--- config.mk ---
export PLATFORM = sky130hd
export DESIGN_NAME = sip_bitserial_mac
export DESIGN_NICKNAME = d
export VERILOG_FILES = /design/src/rtl/sip_bitserial_mac.sv
export SDC_FILE = /design/constraint.sdc
export NUM_CORES = 1
export LEC_CHECK = 0
export BUFFER_PORTS_ARGS = -buffer_cell sky130_fd_sc_hd__buf_2
export CORE_MARGIN = 2
export CORE_UTILIZATION = 55
export CTS_BUF_LIST = sky130_fd_sc_hd__clkbuf_4 sky130_fd_sc_hd__clkbuf_8
export CTS_CLUSTER_SIZE = 16
export DETAILED_ROUTE_END_ITERATION = 16
export HOLD_SLACK_MARGIN = 0.15
export PLACE_DENSITY = 0.74
export SLEW_MARGIN = 20
export SYNTH_ARGS = -nofsm -noshare
export SYNTH_HDL_FRONTEND = slang
export SYNTH_SLANG_ARGS = --single-unit
--- constraint.sdc ---
create_clock -name i_CLK -period 12.58 [get_ports i_CLK]
set_clock_uncertainty 0.15 [all_clocks]
set_input_delay 2.516 -clock i_CLK [delete_from_list [all_inputs] [get_ports i_CLK]]
set_output_delay 2.516 -clock i_CLK [all_outputs]
set_load 0.01 [all_outputs]
--- src/rtl/sip_bitserial_mac.sv ---
// Bit-serial signed dot product: one bit-plane pair per beat, 3-stage product/tree/shift-accumulate pipe.
// Result 3 cycles after the last beat, held until i_ResReady; o_Ready is high only while the job's beats are due.
module sip_bitserial_mac #(
    parameter int  N_DOT      = 32,
    parameter int  BITS_PAR   = 1,
    parameter int  MAX_PLANES = 8,
    parameter int  BITS_ACC   = 32,
    localparam int PW         = $clog2(MAX_PLANES + 1)
) (
    input  logic                      i_CLK,
    input  logic                      i_RSTn,
    input  logic                      i_Start,
    input  logic [PW-1:0]             i_PrecA,
    input  logic [PW-1:0]             i_PrecW,
    input  logic                      i_SignA,
    input  logic                      i_SignW,
    input  logic                      i_Valid,
    output logic                      o_Ready,
    input  logic [N_DOT*BITS_PAR-1:0] i_Act,
    input  logic [N_DOT*BITS_PAR-1:0] i_Weight,
    output logic                      o_Valid,
    input  logic                      i_ResReady,
    output logic [BITS_ACC-1:0]       o_Result,
    output logic                      o_Busy
);

    localparam int PRODW = 2*BITS_PAR + 2;
    localparam int SUMW  = PRODW + $clog2(N_DOT);
    localparam int SW    = $clog2(2*MAX_PLANES*BITS_PAR);

    typedef enum logic [1:0] {S_IDLE, S_RUN, S_DRAIN, S_DONE} state_t;

    state_t        state_q;
    logic [PW-1:0] prec_a_q, prec_w_q, ia_q, iw_q;
    logic          sign_a_q, sign_w_q;
    logic          ready_q, valid_q, busy_q;
    logic [1:0]    drain_q;

    logic                             s1_vld_q, s2_vld_q;
    logic [N_DOT-1:0][PRODW-1:0]      s1_prod_q;
    logic [SW-1:0]                    s1_sh_q, s2_sh_q;
    logic signed [SUMW-1:0]           s2_sum_q;
    logic [BITS_ACC-1:0]              acc_q;

    logic [N_DOT-1:0][PRODW-1:0]      prod_d;
    logic [SW-1:0]                    sh_d;
    logic signed [SUMW-1:0]           sum_d;
    logic signed [BITS_ACC-1:0]       addend_d;
    logic                             accept, start_ok, last_beat, msb_a, msb_w;

    function automatic logic [PW-1:0] eff_prec(input logic [PW-1:0] p);
        if (p == '0)
            return PW'(1);
        if (p > PW'(MAX_PLANES))
            return PW'(MAX_PLANES);
        return p;
    endfunction

    assign accept    = i_Valid & ready_q;
    assign start_ok  = (state_q == S_IDLE) & i_Start;
    assign last_beat = (ia_q == prec_a_q - PW'(1)) && (iw_q == prec_w_q - PW'(1));
    assign msb_a     = sign_a_q && (ia_q == prec_a_q - PW'(1));
    assign msb_w     = sign_w_q && (iw_q == prec_w_q - PW'(1));
    assign sh_d      = SW'((32'(ia_q) + 32'(iw_q)) * BITS_PAR);

    // Only the top plane of a signed operand carries negative weight.
    for (genvar k = 0; k < N_DOT; k++) begin : g_lane
        logic [BITS_PAR-1:0]     a_sl, w_sl;
        logic signed [BITS_PAR:0] a_ext, w_ext;
        logic signed [PRODW-1:0]  prod;
        assign a_sl  = i_Act[k*BITS_PAR +: BITS_PAR];
        assign w_sl  = i_Weight[k*BITS_PAR +: BITS_PAR];
        assign a_ext = msb_a ? {a_sl[BITS_PAR-1], a_sl} : {1'b0, a_sl};
        assign w_ext = msb_w ? {w_sl[BITS_PAR-1], w_sl} : {1'b0, w_sl};
        assign prod  = a_ext * w_ext;
        assign prod_d[k] = prod;
    end

    always_comb begin
        sum_d = '0;
        for (int k = 0; k < N_DOT; k++)
            sum_d = sum_d + SUMW'($signed(s1_prod_q[k]));
    end

    assign addend_d = BITS_ACC'(s2_sum_q);

    always_ff @(posedge i_CLK or negedge i_RSTn) begin
        if (!i_RSTn) begin
            state_q  <= S_IDLE;
            prec_a_q <= PW'(1);
            prec_w_q <= PW'(1);
            sign_a_q <= 1'b0;
            sign_w_q <= 1'b0;
            ia_q     <= '0;
            iw_q     <= '0;
            drain_q  <= '0;
            ready_q  <= 1'b0;
            valid_q  <= 1'b0;
            busy_q   <= 1'b0;
        end else begin
            case (state_q)
                S_IDLE: if (i_Start) begin
                    prec_a_q <= eff_prec(i_PrecA);
                    prec_w_q <= eff_prec(i_PrecW);
                    sign_a_q <= i_SignA;
                    sign_w_q <= i_SignW;
                    ia_q     <= '0;
                    iw_q     <= '0;
                    ready_q  <= 1'b1;
                    busy_q   <= 1'b1;
                    state_q  <= S_RUN;
                end
                S_RUN: if (accept) begin
                    if (last_beat) begin
                        ready_q <= 1'b0;
                        drain_q <= '0;
                        state_q <= S_DRAIN;
                    end else if (ia_q == prec_a_q - PW'(1)) begin
                        ia_q <= '0;
                        iw_q <= iw_q + PW'(1);
                    end else begin
                        ia_q <= ia_q + PW'(1);
                    end
                end
                S_DRAIN: begin
                    drain_q <= drain_q + 2'd1;
                    if (drain_q == 2'd2) begin
                        valid_q <= 1'b1;
                        state_q <= S_DONE;
                    end
                end
                S_DONE: if (i_ResReady) begin
                    valid_q <= 1'b0;
                    busy_q  <= 1'b0;
                    state_q <= S_IDLE;
                end
                default: state_q <= S_IDLE;
            endcase
        end
    end

    always_ff @(posedge i_CLK or negedge i_RSTn) begin
        if (!i_RSTn) begin
            s1_vld_q  <= 1'b0;
            s1_prod_q <= '0;
            s1_sh_q   <= '0;
            s2_vld_q  <= 1'b0;
            s2_sum_q  <= '0;
            s2_sh_q   <= '0;
            acc_q     <= '0;
        end else begin
            s1_vld_q <= accept;
            if (accept) begin
                s1_prod_q <= prod_d;
                s1_sh_q   <= sh_d;
            end
            s2_vld_q <= s1_vld_q;
            if (s1_vld_q) begin
                s2_sum_q <= sum_d;
                s2_sh_q  <= s1_sh_q;
            end
            if (start_ok)
                acc_q <= '0;
            else if (s2_vld_q)
                acc_q <= acc_q + (addend_d <<< s2_sh_q);
        end
    end

    assign o_Ready  = ready_q;
    assign o_Valid  = valid_q;
    assign o_Busy   = busy_q;
    assign o_Result = acc_q;

endmodule

* Word-level counts from Yosys, hierarchy flattened *
Index checks and enable logic that the tools add are counted.

storage, ports and cells
  register bits after elaboration = 204
  bits in latches = 0
  RAM bits = 0
  memory bits (read-only) = 0
  bits of input ports = 79
  output and inout port bits = 35
  memories = 0

operators by class
  $add $sub $neg = 38
  $mul = 32
  divide/modulo/power cells = 0
  $lt $le $gt $ge = 2
  equality and inequality tests = 13
  shift operators = 1
  multiplexer cells = 114
  bitwise gates (word level) = 2
  reductions and logical operators = 19

operators by type and width
  kind                 number
  $add 9x4->9          26
  $mux 2               71
  $mul 2x2->4          32
  $mux 32              2
  $mux 4               15
  $add 32x32->32       1
  $sshl 32x4->32       1
  $mux 1               19
  $pmux 4 s2           2
  $ne 2x2->1 const B   7
  $reduce_and 5->1     2
  $reduce_bool 2->1    5
  $add 8x4->9          1
  $reduce_and 3->1     3
  $add 4x1->4 const B  2
  $add 7x4->8          1
  $eq 4x4->1           2
  $gt 4x4->1 const B   2
  $logic_not 4->1      2
  $pmux 2 s4           1
  $reduce_and 4->1     2
  $sub 4x1->4 const B  2
  $add 6x4->7          1
  $add 5x4->6          1
  other kinds (11)     18

* Depth between registers and ports, before layout *
Gate-level depths: netlist (run 1).

  depth in word-level cells = 31
  mapped depth = 21

* Worst setup path after synthesis (run 1) *
OpenSTA, ideal clock, no wires.

  path kind = reg-to-reg
  from = register s1_prod_q[63] in the netlist's numbering
  to = register s2_sum_q[8]
  setup time = 0.125 ns
  arrival time = 6.189 ns
  data required time = 12.305 ns
  path slack = 6.117 ns
  cell stages (with the launch flop) = 22
  path buffers = 0
  path through = dfrtp_1 inv_1 fa_1 inv_1 fa_1 inv_1 fa_1 inv_1 fa_1 fa_1 fa_1 fa_1 inv_1 fa_1 inv_1 fa_1 a21o_1 a21o_1 a21o_1 a21oi_1 xnor2_1 mux2_2

between the ends
  word-level cells in the longest chain between the ends = 17

ends and longest elaborated chain
  element                    RTL line  text
  start, declared            40        logic [N_DOT-1:0][PRODW-1:0] s1_prod_q;
  start signal, assigned     154       s1_prod_q <= prod_d;
  $add 9x4->9 (17 in a row)  82        sum_d = sum_d + SUMW'($signed(s1_prod_q[k]));
  end signal, assigned       159       s2_sum_q <= sum_d;
  end, declared              42        logic signed [SUMW-1:0] s2_sum_q;

No other way between the ends.
A chain may end at the register's enable or synchronous reset.

* Worst setup path in the final report (run 1) *
Ends and elaborated chain as after synthesis.

==> results of run 1 <==
-- cell type report --
type                            count  area, um2  share of cell area
Inverter                          289       1090              0.0602
Clock inverter                      7       62.6             0.00346
Timing Repair Buffer              121        634              0.0351
Multi-Input combinational cell   1148       9990               0.553
Sequential cell                   204       5110               0.283
Clock buffer                       56        708              0.0392
Tap cell                          390        488              0.0270
-- flip-flops by register name, indices dropped and copies added, names as in the netlist --
name and flops:
s1_sh_q 4, iw_q 4, s2_sh_q 4, prec_w_q 4, s1_prod_q 128, prec_a_q 4, s1_vld_q 1, state_q 2
o_Valid 1, drain_q 2, sign_a_q 1, ia_q 4, s2_vld_q 1, s2_sum_q 9, sign_w_q 1, o_Ready 1
o_Result 32, o_Busy 1
-- synthesized netlist by cell type, drive strengths merged, types with 4 or more instances --
| cell type | instances | area, um2 |
|---|---|---|
| a21oi | 54 | 270 |
| o22ai | 4 | 25.0 |
| ha | 127 | 1590 |
| o21a | 4 | 31.3 |
| nand3 | 15 | 75.1 |
| mux2 | 64 | 721 |
| o31ai | 5 | 37.5 |
| nand4 | 7 | 43.8 |
| dfrtp | 202 | 5050 |
| a41oi | 4 | 61.3 |
| clkbuf | 47 | 196 |
| fa | 173 | 3460 |
| a211oi | 11 | 97.6 |
| and3 | 7 | 43.8 |
| mux2i | 29 | 290 |
| o21ai | 159 | 800 |
| nand2 | 218 | 818 |
| nor2 | 125 | 477 |
| nor3 | 16 | 80.1 |
| buf | 9 | 50.0 |
| o21bai | 4 | 41.3 |
| xor2 | 18 | 158 |
| a21o | 16 | 121 |
| nand3b | 9 | 67.6 |
| xnor2 | 34 | 298 |
| inv | 287 | 1080 |
-- worst max-delay path by stage --
stage / startpoint / endpoint / slack (ns) / depth (start not counted)
global placement: s1_prod_q[2] / s2_sum_q[8] / 5.99 / 18
CTS: s1_prod_q[2] / s2_sum_q[8] / 5.84 / 18
floorplan: s1_prod_q[63] / s2_sum_q[8] / 6.12 / 21
detailed placement: s1_prod_q[2] / s2_sum_q[8] / 5.86 / 18
finish: s1_prod_q[63] / s2_sum_q[8] / 5.89 / 21
global route: s1_prod_q[63] / s2_sum_q[8] / 5.62 / 21
-- kinds of logic after synthesis --
family	count (synthesis)
simple gates	418
xor+xnor	52
mux	93
fa+ha+maj	300
compound gates	285
buf+inv	345
flops	204
-- worst min-delay path, stage by stage, from the launching register on --
cell and delay (ns):
sky130_fd_sc_hd__dfrtp_1 0.34, sky130_fd_sc_hd__nand2_1 0.05, sky130_fd_sc_hd__o21ai_0 0.06
-- stage by stage --
stage / hold WS (ns) / area, um2 / setup WS (ns) / std cells / util
final: 0.329 / 18100 / 5.89 / 2215 / 0.613
after global routing: 0.354 / 18100 / 5.62 / 2215 / 0.613
after CTS: 0.334 / 18100 / 5.84 / 2215 / 0.613
after detailed placement: 0.321 / 17300 / 5.86 / 2152 / 0.587
after global placement: 0.313 / 17300 / 5.99 / 2152 / 0.587
after floorplan: 0.202 / 16400 / 6.12 / 1697 / -
-- layer usage --
metal / part of all wire / track usage
met5: 0 / 0
met3: 0.038 / 0.0303
met1: 0.43 / 0.289
met4: 0.026 / 0.0720
met2: 0.50 / 0.397
==> PnR_summary.wiki, run 1 <==
{| class="wikitable"
! Metric !! Value
|-
| Period minus WS final || 6.69 ns
|-
| Longest individual stage delay on the worst path || 0.59 ns
|-
| ANT cells || 0
|-
| Setup_tns || 0 ns
|-
| Most common cell on crit path || sky130_fd_sc_hd__fa_1
|-
| Avg Inst Size Synth || 9.67 um2
|-
| Height of the die || approximately 180 um
|-
| Complex-gate fraction of the synthesized area || 0.103
|-
| Simple logic cell fraction of the synthesized area || 0.108
|-
| Post-Synthesis Cell Area || 16,400 um2
|-
| Quantity of I/O buffers inserted on ports || about 110
|-
| Via count || 11.7k
|-
| Area of the core region || a little under 30,000 um2
|-
| Global placer's final weighted congestion || 0.843
|-
| CTS Buffer Depth || 3
|-
| Total I/O pin count || roughly 110
|-
| Worst reg2reg path startpoint || s1_prod_q[63]
|-
| Class of the tightest hold or removal check || reg -> reg
|-
| Number of global-route vias before repair || 12.3k
|-
| Initial cell density of the core || 0.557
|-
| Detail-routed via count per cell || 5.26
|-
| Cell-by-cell listing of the critical path || inv_1 > fa_1 > inv_1 > fa_1 > inv_1 > fa_1 > inv_1 > fa_1 > fa_1 > fa_1 > fa_1 > inv_1 > fa_1 > inv_1 > fa_1 > a21o_1 > a21o_1 > a21o_1 > a21oi_1 > xnor2_1 > mux2_2
|-
| Main combinational cell family by area after synthesis || adder cells
|-
| Highest-delay cell along the critical path || sky130_fd_sc_hd__fa_1
|-
| Antenna-violating nets left || 0
|-
| Core Rows || 63
|-
| Number of distinct library cells after synthesis || 70
|-
| Outcome || finished clean
|-
| WL/cell || between 15 and 20 um
|-
| Remaining routing DRC violations || 0
|-
| Area share of fa/ha/maj cells after synthesis || 0.308
|-
| Parity-gate share of the synthesized area counting xor and xnor cells || 0.0277
|-
| Worst Hold Path Cells || 2
|-
| Source-to-sink clock delay at the later pin of the worst-skew pair || around 0.53 ns
|-
| Count of warnings emitted by yosys || 0
|-
| Synthesis-stage register bit count || 204
|-
| Cells after synthesis || 1,697
|-
| Launch point of the worst hold path || s1_prod_q[68]
|-
| Setup repair after global routing missed its margin || no
|-
| Worst reg2reg path depth || 21
|-
| Iteration count of the initial detailed-routing pass || 5
|-
| Synthesis-to-layout area growth || 10.1%
|-
| Post-CTS Setup Repair Bufs || 0
|-
| Slew margin rel. || 0.401
|-
| First-pass GRT wire length || 57,100 um
|-
| Worst R2R Setup Slack || 5.89 ns
|-
| Post-DP HPWL || 25,100 um
|-
| Aggregate routed wire length || 33,300 um
|-
| Final count of hold timing violations || 0
|-
| Final setup viols || 0
|-
| CTS Sinks || 204
|-
| Number of nets in the finished design || 2,181
|-
| CP top delay family || adder cells
|-
| Leading cell types in the layout, fill and taps excluded || sky130_fd_sc_hd__inv_1, sky130_fd_sc_hd__nand2_1, sky130_fd_sc_hd__dfrtp_1
|-
| Transition time at the pin with the least slew margin || 0.899 ns
|-
| Seq/Total Area, Yosys || 0.311
|-
| Clk pin slew, worst setup/hold paths || ~0.06 ns
|-
| Total of max-cap violations || 0
|-
| Mapped Nets || 2,076
|-
| Clock tree from TritonCTS || yes
|-
| Highest attainable clock frequency || 149 MHz
|-
| Master cell of the clock root buffer || sky130_fd_sc_hd__clkbuf_8
|-
| Maximum number of pins on one net before global-route repair || 86
|-
| Critical path class || reg -> reg
|-
| Overflow left after global routing || 0
|-
| Number of buffers added by the clock tree synthesis step || 38
|-
| Reg-to-reg endpoint || s2_sum_q[8]
|-
| Initial drt markers || just over 600
|-
| Quantity of hold-fixing buffers added after cts || 0
|-
| Data required, critical path || 12.83 ns
|-
| Die width || approximately 180 um
|-
| Critical path capture point type || register
|-
| Die area || roughly 31,000 um2
|-
| Final clock period utilization by the worst path || 0.532
|-
| Resized Gates After CTS || 0
|-
| Count of fill cells added during filler insertion || 2,452
|-
| Global router's overall resource usage || 0.226
|-
| CP startpoint kind || register
|-
| Number of flops mapped to enable cells by yosys || 0
|-
| Largest fanout on the critical path || 2
|-
| Mux share of post-synthesis cell area || 0.0616
|-
| Worst hold endpoint || s1_prod_q[68]
|-
| Fraction of layout instances using a drive strength above 1 || 0.151
|-
| Antenna violations before repair || 0
|-
| Most common cell after layout, fill and taps aside || sky130_fd_sc_hd__inv_1
|-
| Worst path buffer plus inverter count || 6
|-
| Main synth FF type || sky130_fd_sc_hd__dfrtp_1
|-
| Number of slew-limit violations in the final report || 0
|-
| Fraction of registers with async set or reset after synthesis || 1.00
|-
| Arr. time, crit path || between 6 and 7 ns
|-
| H-tree levels || 2
|}
Power of run 1 is left out: the tool's default activity adds up to more than one toggle a clock period on the data nets, which glitch-free logic cannot reach.
==> run 2: changes to the inputs <==
--- a/config.mk
+++ b/config.mk
@@ -5,6 +5,7 @@
 export SDC_FILE = /design/constraint.sdc
 export NUM_CORES = 1
 export LEC_CHECK = 0
+export ABC_AREA = 1
 export BUFFER_PORTS_ARGS = -buffer_cell sky130_fd_sc_hd__buf_2
 export CORE_MARGIN = 2
 export CORE_UTILIZATION = 55
@@ -12,7 +13,7 @@
 export CTS_CLUSTER_SIZE = 16
 export DETAILED_ROUTE_END_ITERATION = 16
 export HOLD_SLACK_MARGIN = 0.15
-export PLACE_DENSITY = 0.74
+export PLACE_DENSITY = 0.76
 export SLEW_MARGIN = 20
 export SYNTH_ARGS = -nofsm -noshare
 export SYNTH_HDL_FRONTEND = slang
==> constraint.sdc (replaced) <==
create_clock -name i_CLK -period 5.6 [get_ports i_CLK]
set_clock_uncertainty 0.15 [all_clocks]
set_input_delay 1.12 -clock i_CLK [delete_from_list [all_inputs] [get_ports i_CLK]]
set_output_delay 1.12 -clock i_CLK [all_outputs]
set_load 0.01 [all_outputs]
==> run 2 against run 1 <==
The flow now finishes with violations (negative setup slack). Critical path type unchanged. Largest cell class unchanged. Die area is 7.8% higher. Hold slack worse by 0.0024 ns. Utilization is 1.6 points higher. Synthesized cell count is 31% higher. Critical endpoint unchanged.
==> PnR_summary.wiki, run 2 <==
{| class="wikitable"
! Metric !! Value
|-
| Initial cell density of the core || 0.560
|-
| Antenna-violating nets left || 0
|-
| Most common cell after layout, fill and taps aside || sky130_fd_sc_hd__nand2_1
|-
| Number of flip-flops in the largest register || roughly 130
|-
| Count of fill cells added during filler insertion || 2,674
|-
| Highest attainable clock frequency || approximately 160 MHz
|-
| Transition time at the pin with the least slew margin || 1.04 ns
|-
| Failing checks || negative setup slack
|-
| Total I/O pin count || roughly 110
|-
| Worst hold slack || 0.326 ns
|-
| ANT cells || 0
|-
| Post-DP HPWL || 31,100 um
|-
| Largest reg by FF count || s1_prod_q
|-
| Fraction of layout instances using a drive strength above 1 || 0.152
|-
| Die area || approximately 34,000 um2
|-
| CTS Sinks || 204
|-
| Worst path buffer plus inverter count || 5
|-
| H-tree levels || 2
|-
| Total of max-cap violations || 0
|-
| Critical path capture point type || register
|-
| Dpl cell area || 18,900 um2
|-
| Cell types with the largest area share after synthesis || sky130_fd_sc_hd__dfrtp_1, sky130_fd_sc_hd__fa_1, sky130_fd_sc_hd__nand2_1
|-
| Avg Inst Size Synth || ~8 um2
|-
| Number of buffers added by the clock tree synthesis step || 39
|-
| CP top delay family || adder cells
|-
| Slew margin rel. || 0.305
|-
| Class of the tightest hold or removal check || reg -> reg
|-
| Fin area || 19,900 um2
|-
| Setup_tns || -1.70 ns
|-
| Pre-CTS setup slack || -0.420 ns
|-
| Worst Hold Path Cells || 2
|-
| WL/cell || roughly 14 um
|-
| Initial drt markers || 779
|-
| Number of nets in the finished design || 2,750
|-
| Main synth FF type || sky130_fd_sc_hd__dfrtp_1
|-
| Cell-by-cell listing of the critical path || fa_1 > buf_6 > fa_1 > inv_2 > fa_1 > inv_2 > fa_2 > fa_1 > inv_2 > fa_1 > fa_1 > fa_1 > inv_2 > ha_4 > nand4_1 > o221ai_2 > nand3_1 > nand3_1 > nand2_1
|-
| Detail-routed via count per cell || 5.07
|-
| Fraction of registers with async set or reset after synthesis || 1.00
|-
| Number of distinct library cells after synthesis || 45
|-
| Sequential standard cell area || 5110 um2
|-
| Global placer's final weighted congestion || 0.935
|-
| Most common cell on crit path || sky130_fd_sc_hd__fa_1
|-
| Leading cell types in the layout, fill and taps excluded || sky130_fd_sc_hd__nand2_1, sky130_fd_sc_hd__inv_1, sky130_fd_sc_hd__dfrtp_1
|-
| Longest individual stage delay on the worst path || ~0.57 ns
|-
| Final clock period utilization by the worst path || 1.09
|-
| IR drop worst, VDD || 0.000744 V
|-
| Worst R2R Setup Slack || -0.48 ns
|-
| CTS Buffer Depth || 3
|-
| Reg-to-reg endpoint || s2_sum_q[8]
|-
| Number of global-route vias before repair || between 10k and 15k
|-
| Leading cell type by number of instances after synthesis || sky130_fd_sc_hd__nand2_1
|-
| Area share of the largest cell type after synthesis || 0.285
|-
| Worst reg2reg path startpoint || s1_prod_q[59]
|-
| Clock tree from TritonCTS || yes
|-
| Period minus WS final || 6.08 ns
|-
| Remaining routing DRC violations || 0
|-
| Seq/Total Area, Yosys || 0.288
|-
| Source-to-sink clock delay at the later pin of the worst-skew pair || 0.57 ns
|-
| Worst reg2reg path depth || 19
|-
| CP startpoint kind || register
|-
| Pwr per Cell Area || 510 nW/um2
|-
| Yosys top cell by area || sky130_fd_sc_hd__dfrtp_1
|-
| Number of flops mapped to enable cells by yosys || 0
|-
| Static Leak || 0.0113 uW
|-
| Height of the die || about 180 um
|-
| Clk pin slew, worst setup/hold paths || 0.06 ns
|-
| Final setup viols || 6
|-
| Area used by multi-input combinational logic || 10,800 um2
|-
| Global router's overall resource usage || 0.252
|-
| Post-Synthesis Cell Area || 17,700 um2
|-
| Die width || 184 um
|-
| First-pass GRT wire length || ~68,000 um
|-
| Core Rows || 65
|-
| Arr. time, crit path || 6.37 ns
|-
| Largest fanout on the critical path || 4
|-
| Aggregate routed wire length || 40,500 um
|-
| Critical path class || reg -> reg
|-
| Worst-case setup margin in the final layout || -0.480 ns
|-
| Setup repair after global routing missed its margin || yes
|-
| Area of the core region || 31,600 um2
|-
| Highest-delay cell along the critical path || sky130_fd_sc_hd__fa_1
|-
| Maximum number of pins on one net before global-route repair || 107
|-
| Final count of hold timing violations || 0
|-
| Quantity of I/O buffers inserted on ports || 113
|-
| Count of warnings emitted by yosys || 0
|-
| Synthesis-stage register bit count || 204
|-
| Launch point of the worst hold path || s1_sh_q[0]
|-
| Outcome || complete, but fails checks
|-
| Worst hold endpoint || s2_sh_q[0]
|-
| Iteration count of the initial detailed-routing pass || 5
|-
| Via count || 14.2k
|-
| Commonest cells post-synth || sky130_fd_sc_hd__nand2_1, sky130_fd_sc_hd__inv_1, sky130_fd_sc_hd__dfrtp_1, sky130_fd_sc_hd__fa_1, sky130_fd_sc_hd__o21ai_0
|-
| Cells after synthesis || 2,226
|-
| Master cell of the clock root buffer || sky130_fd_sc_hd__clkbuf_8
|-
| Data required, critical path || 5.89 ns
|-
| Synthesis-to-layout area growth || 12.4%
|-
| Antenna violations before repair || 0
|-
| Mapped Nets || 2,605
|-
| Overflow left after global routing || 0
|-
| Number of slew-limit violations in the final report || 0
|}
[run 2: changes by cell type after synthesis, moves of 26 or more]
cell | previous run | this run
sky130_fd_sc_hd__inv_1 | 287 | 443
sky130_fd_sc_hd__mux2_2 | 64 | 0
sky130_fd_sc_hd__mux2i_1 | 29 | 2
sky130_fd_sc_hd__nand2_1 | 218 | 692
sky130_fd_sc_hd__nand3_1 | 15 | 72
sky130_fd_sc_hd__o21ai_2 | 1 | 27
sky130_fd_sc_hd__xnor2_1 | 34 | 6
[run 2: final cells by class]
| cell class | instances | share of cell area |
|---|---|---|
| Multi-Input combinational cell | 1518 | 0.541 |
| Sequential cell | 204 | 0.256 |
| Inverter | 451 | 0.0852 |
| Timing Repair Buffer | 157 | 0.0462 |
| Clock buffer | 59 | 0.0376 |
| Tap cell | 402 | 0.0253 |
| Clock inverter | 12 | 0.00861 |
[run 2: cell families (layout without fill, tap and decap cells)]
| kind of cell | after synthesis | in the layout | share of synthesized area |
|---|---|---|---|
| flops | 204 | 204 | 0.288 |
| mux | 2 | 2 | 0.00113 |
| fa+ha+maj | 300 | 300 | 0.285 |
| compound gates | 234 | 234 | 0.0738 |
| xor+xnor | 19 | 19 | 0.00939 |
| simple gates | 963 | 963 | 0.231 |
| buf+inv | 504 | 679 | 0.112 |
[run 2: report_power, final]
group          total [uW]  leakage [uW]  internal, uW  switching [uW]
sequential           2030       0.00273          1770             261
combinational        6400       0.00807          2640            3770
clock                1720      0.000475          1050             678
[run 2: layer usage]
layer | up-vias | global-route usage | part of all wire
met5 | - | 0 | 0
met4 | 0 | 0.102 | 0.040
met3 | 101 | 0.0299 | 0.041
met2 | 318 | 0.452 | 0.50
met1 | 6791 | 0.310 | 0.42
li1 | 7002 | - | -
[run 2: worst max path at each step]
stage,startpoint,to,slack [ns],cells after the start
floorplan,s1_prod_q[95],s2_sum_q[7],-0.19,23
global placement,s1_prod_q[23],s2_sum_q[7],-0.33,20
detailed placement,s1_prod_q[71],s2_sum_q[8],-0.42,20
CTS,s1_prod_q[11],s2_sum_q[8],-0.42,18
global route,s1_prod_q[59],s2_sum_q[8],-0.73,19
finish,s1_prod_q[59],s2_sum_q[8],-0.48,19
[run 2: worst register-to-register path: cells and delay by family (launching register included)]
family | cells | cell delay, ns
AOI/OAI and AO/OA | 1 | 0.19
buffers and inverters | 5 | 0.35
DFF | 1 | 0.40
adders and majority gates | 9 | 4.55
and+or+nand+nor | 4 | 0.34
[run 2: timing repair]
action | 4_1_cts | 5_1_grt
setup buffers | 4 | 6
gates resized for setup | 14 | 16
hold buffers | 0 | 0
pin swaps | 26 | 33
setup endpoints to repair | 6 | 6
[run 2: metrics by stage]
step | utilization | power [uW] | cells
6_report | 0.630 | 10200 | 2803
4_1_cts | 0.627 | 10000 | 2797
5_1_grt | 0.630 | 11200 | 2803
2_1_floorplan | - | 6440 | 2226
3_3_place_gp | 0.597 | 7830 | 2723
3_5_place_dp | 0.597 | 8100 | 2723
Power figures use the tool's default switching activity.
==> run 3: changes to the inputs <==
--- a/config.mk
+++ b/config.mk
@@ -8,12 +8,12 @@
 export ABC_AREA = 1
 export BUFFER_PORTS_ARGS = -buffer_cell sky130_fd_sc_hd__buf_2
 export CORE_MARGIN = 2
-export CORE_UTILIZATION = 55
+export CORE_UTILIZATION = 58
 export CTS_BUF_LIST = sky130_fd_sc_hd__clkbuf_4 sky130_fd_sc_hd__clkbuf_8
 export CTS_CLUSTER_SIZE = 16
 export DETAILED_ROUTE_END_ITERATION = 16
 export HOLD_SLACK_MARGIN = 0.15
-export PLACE_DENSITY = 0.76
+export PLACE_DENSITY = 0.8
 export SLEW_MARGIN = 20
 export SYNTH_ARGS = -nofsm -noshare
 export SYNTH_HDL_FRONTEND = slang
==> run 3 against run 2 <==
The run still ends with negative setup slack left. Utilization up 2.6 points. Global-route usage grew 1.6 points. Combinational power increased by 5.0%. Largest cell class unchanged.
==> PnR_summary.wiki, run 3 (synthesis gave the netlist of run 2 again) <==
{| class="wikitable"
! Metric !! Value
|-
| CP startpoint || s1_prod_q[71]
|-
| Static Leak || 0.0113 uW
|-
| Core Rows || 64
|-
| Initial cell density of the core || 0.584
|-
| Count of fill cells added during filler insertion || between 2k and 2.5k
|-
| Maximum number of pins on one net before global-route repair || 107
|-
| Via count || about 15k
|-
| Fin area || 19,900 um2
|-
| First-pass GRT wire length || 68,600 um
|-
| Total of max-cap violations || 0
|-
| Initial drt markers || just over 1k
|-
| Launch point of the worst hold path || s1_sh_q[0]
|-
| Global route hottest layer || met2
|-
| Data required, critical path || 5.87 ns
|-
| Number of nets in the finished design || 2,755
|-
| Outcome || complete, but fails checks
|-
| H-tree levels || 2
|-
| Total I/O pin count || 114
|-
| Pwr Total || 10,400 uW
|-
| Worst R2R Setup Slack || -0.47 ns
|-
| ANT cells || 0
|-
| Quantity of I/O buffers inserted on ports || between 100 and 150
|-
| Final count of hold timing violations || 0
|-
| Iteration count of the initial detailed-routing pass || 5
|-
| Worst reg2reg path startpoint || s1_prod_q[71]
|-
| Die width || 179 um
|-
| Clock tree from TritonCTS || yes
|-
| Critical path capture point type || register
|-
| Height of the die || 179 um
|-
| Area of the core region || 30,300 um2
|-
| Master cell of the clock root buffer || sky130_fd_sc_hd__clkbuf_8
|-
| Detail-routed via count per cell || between 5 and 6
|-
| Most common cell after layout, fill and taps aside || sky130_fd_sc_hd__nand2_1
|-
| Quantity of hold-fixing buffers added after cts || 0
|-
| IR drop worst, VDD || 0.000843 V
|-
| Setup repair after global routing missed its margin || yes
|-
| Antenna-violating nets left || 0
|-
| Transition time at the pin with the least slew margin || about 0.94 ns
|-
| Number of flip-flops in the largest register || 128
|-
| Met1 track demand over resource in global routing || 0.331
|-
| CP startpoint kind || register
|-
| Overflow left after global routing || 0
|-
| Met3 track demand over resource || 0.0339
|-
| Die area || 32,000 um2
|-
| Highest attainable clock frequency || 165 MHz
|-
| Global placer's final weighted congestion || 0.947
|-
| Final clock period utilization by the worst path || 1.08
|-
| Global router's overall resource usage || 0.269
|-
| Share of the core filled with cells in the final layout || 0.655
|-
| Class of the tightest hold or removal check || reg -> reg
|-
| Clk pin slew, worst setup/hold paths || roughly 0.060 ns
|-
| Arr. time, crit path || between 6 and 7 ns
|-
| Synthesis-to-layout area growth || 12.2%
|-
| CTS Sinks || 204
|-
| Largest reg by FF count || s1_prod_q
|-
| Leading cell types in the layout, fill and taps excluded || sky130_fd_sc_hd__nand2_1, sky130_fd_sc_hd__inv_1, sky130_fd_sc_hd__dfrtp_1
|-
| Post-DP HPWL || between 30,000 and 40,000 um
|-
| Source-to-sink clock delay at the later pin of the worst-skew pair || 0.55 ns
|-
| Number of buffers added by the clock tree synthesis step || 39
|-
| Met2 usage in global routing || 0.484
|-
| Slew margin rel. || 0.373
|-
| Number of global-route vias before repair || between 10k and 15k
|-
| Number of slew-limit violations in the final report || 0
|-
| Fraction of layout instances using a drive strength above 1 || 0.154
|-
| Sequential standard cell area || 5110 um2
|-
| Area used by multi-input combinational logic || approximately 11,000 um2
|-
| Pwr per Cell Area || 522 nW/um2
|-
| Largest fanout on the critical path || 2
|-
| CTS Buffer Depth || 3
|-
| Final setup viols || 6
|-
| Antenna violations before repair || 0
|-
| Worst-case setup margin in the final layout || -0.475 ns
|-
| Aggregate routed wire length || 41,500 um
|-
| WL/cell || ~15 um
|-
| Critical path class || reg -> reg
|-
| Period minus WS final || 6.07 ns
|-
| Worst hold slack || 0.332 ns
|-
| Dpl cell area || between 15,000 and 20,000 um2
|-
| Failing checks || negative setup slack
|-
| Remaining routing DRC violations || 0
|}
-- run 3: final timing paths --
kind | to | depth (start not counted)
min | s2_sh_q[0] | 2
max | s2_sum_q[7] | 23
min in group asynchronous | o_Valid | 1
min reg2reg | s2_sh_q[0] | 2
max reg2reg | s2_sum_q[7] | 23
max in group asynchronous | s1_prod_q[127] | 2
-- run 3: per-stage QoR --
stage	instances	setup TNS, ns	worst slack (ns)
after floorplan	2226	-0.378	-0.190
after global placement	2719	-1.15	-0.317
after detailed placement	2719	-1.91	-0.449
after CTS	2798	-1.73	-0.380
after global routing	2799	-3.05	-0.636
final	2799	-2.07	-0.475
-- run 3: power breakdown --
group          total (uW)  switching (uW)  internal (uW)
Combinational        6720            3890           2830
Sequential           2040             267           1770
Clock                1620             668            947
Total               10400            4830           5540
-- run 3: what timing repair did --
| item | CTS | global route |
|---|---|---|
| resized for setup | 6 | 30 |
| setup buffers | 11 | 1 |
| pin swaps | 35 | 25 |
| endpoints found under the setup margin | 6 | 6 |
-- run 3: routing by layer --
metal / vias to the layer above / wire length [um]
li1: 7023 / -
met1: 7007 / 16700
met2: 415 / 21300
met3: 115 / 1970
met4: 0 / 1430
met5: - / 0
-- run 3: area by class of cell --
| type | count | share of cell area |
|---|---|---|
| clock buffers | 58 | 0.0376 |
| clock inverters | 10 | 0.00528 |
| inverters | 451 | 0.0853 |
| multi-input cells | 1518 | 0.542 |
| flip-flops and latches | 204 | 0.257 |
| well taps | 396 | 0.0249 |
| repair buffers | 162 | 0.0484 |
-- run 3: worst max-delay path: stages (launching register included) --
cell and delay [ns]:
sky130_fd_sc_hd__dfrtp_1 0.37, sky130_fd_sc_hd__inv_2 0.05, sky130_fd_sc_hd__fa_1 0.58, sky130_fd_sc_hd__inv_1 0.07, sky130_fd_sc_hd__fa_1 0.47, sky130_fd_sc_hd__inv_1 0.05
sky130_fd_sc_hd__fa_1 0.53, sky130_fd_sc_hd__inv_1 0.05, sky130_fd_sc_hd__fa_2 0.53, sky130_fd_sc_hd__fa_1 0.44, sky130_fd_sc_hd__fa_1 0.50, sky130_fd_sc_hd__fa_1 0.57
sky130_fd_sc_hd__inv_2 0.04, sky130_fd_sc_hd__fa_1 0.56, sky130_fd_sc_hd__inv_2 0.07, sky130_fd_sc_hd__ha_4 0.27, sky130_fd_sc_hd__nand3_2 0.07, sky130_fd_sc_hd__nand2_2 0.08
sky130_fd_sc_hd__nand2_2 0.06, sky130_fd_sc_hd__nand2_2 0.07, sky130_fd_sc_hd__a21oi_2 0.06, sky130_fd_sc_hd__and2_1 0.15, sky130_fd_sc_hd__o21ai_1 0.11, sky130_fd_sc_hd__nand2_1 0.06
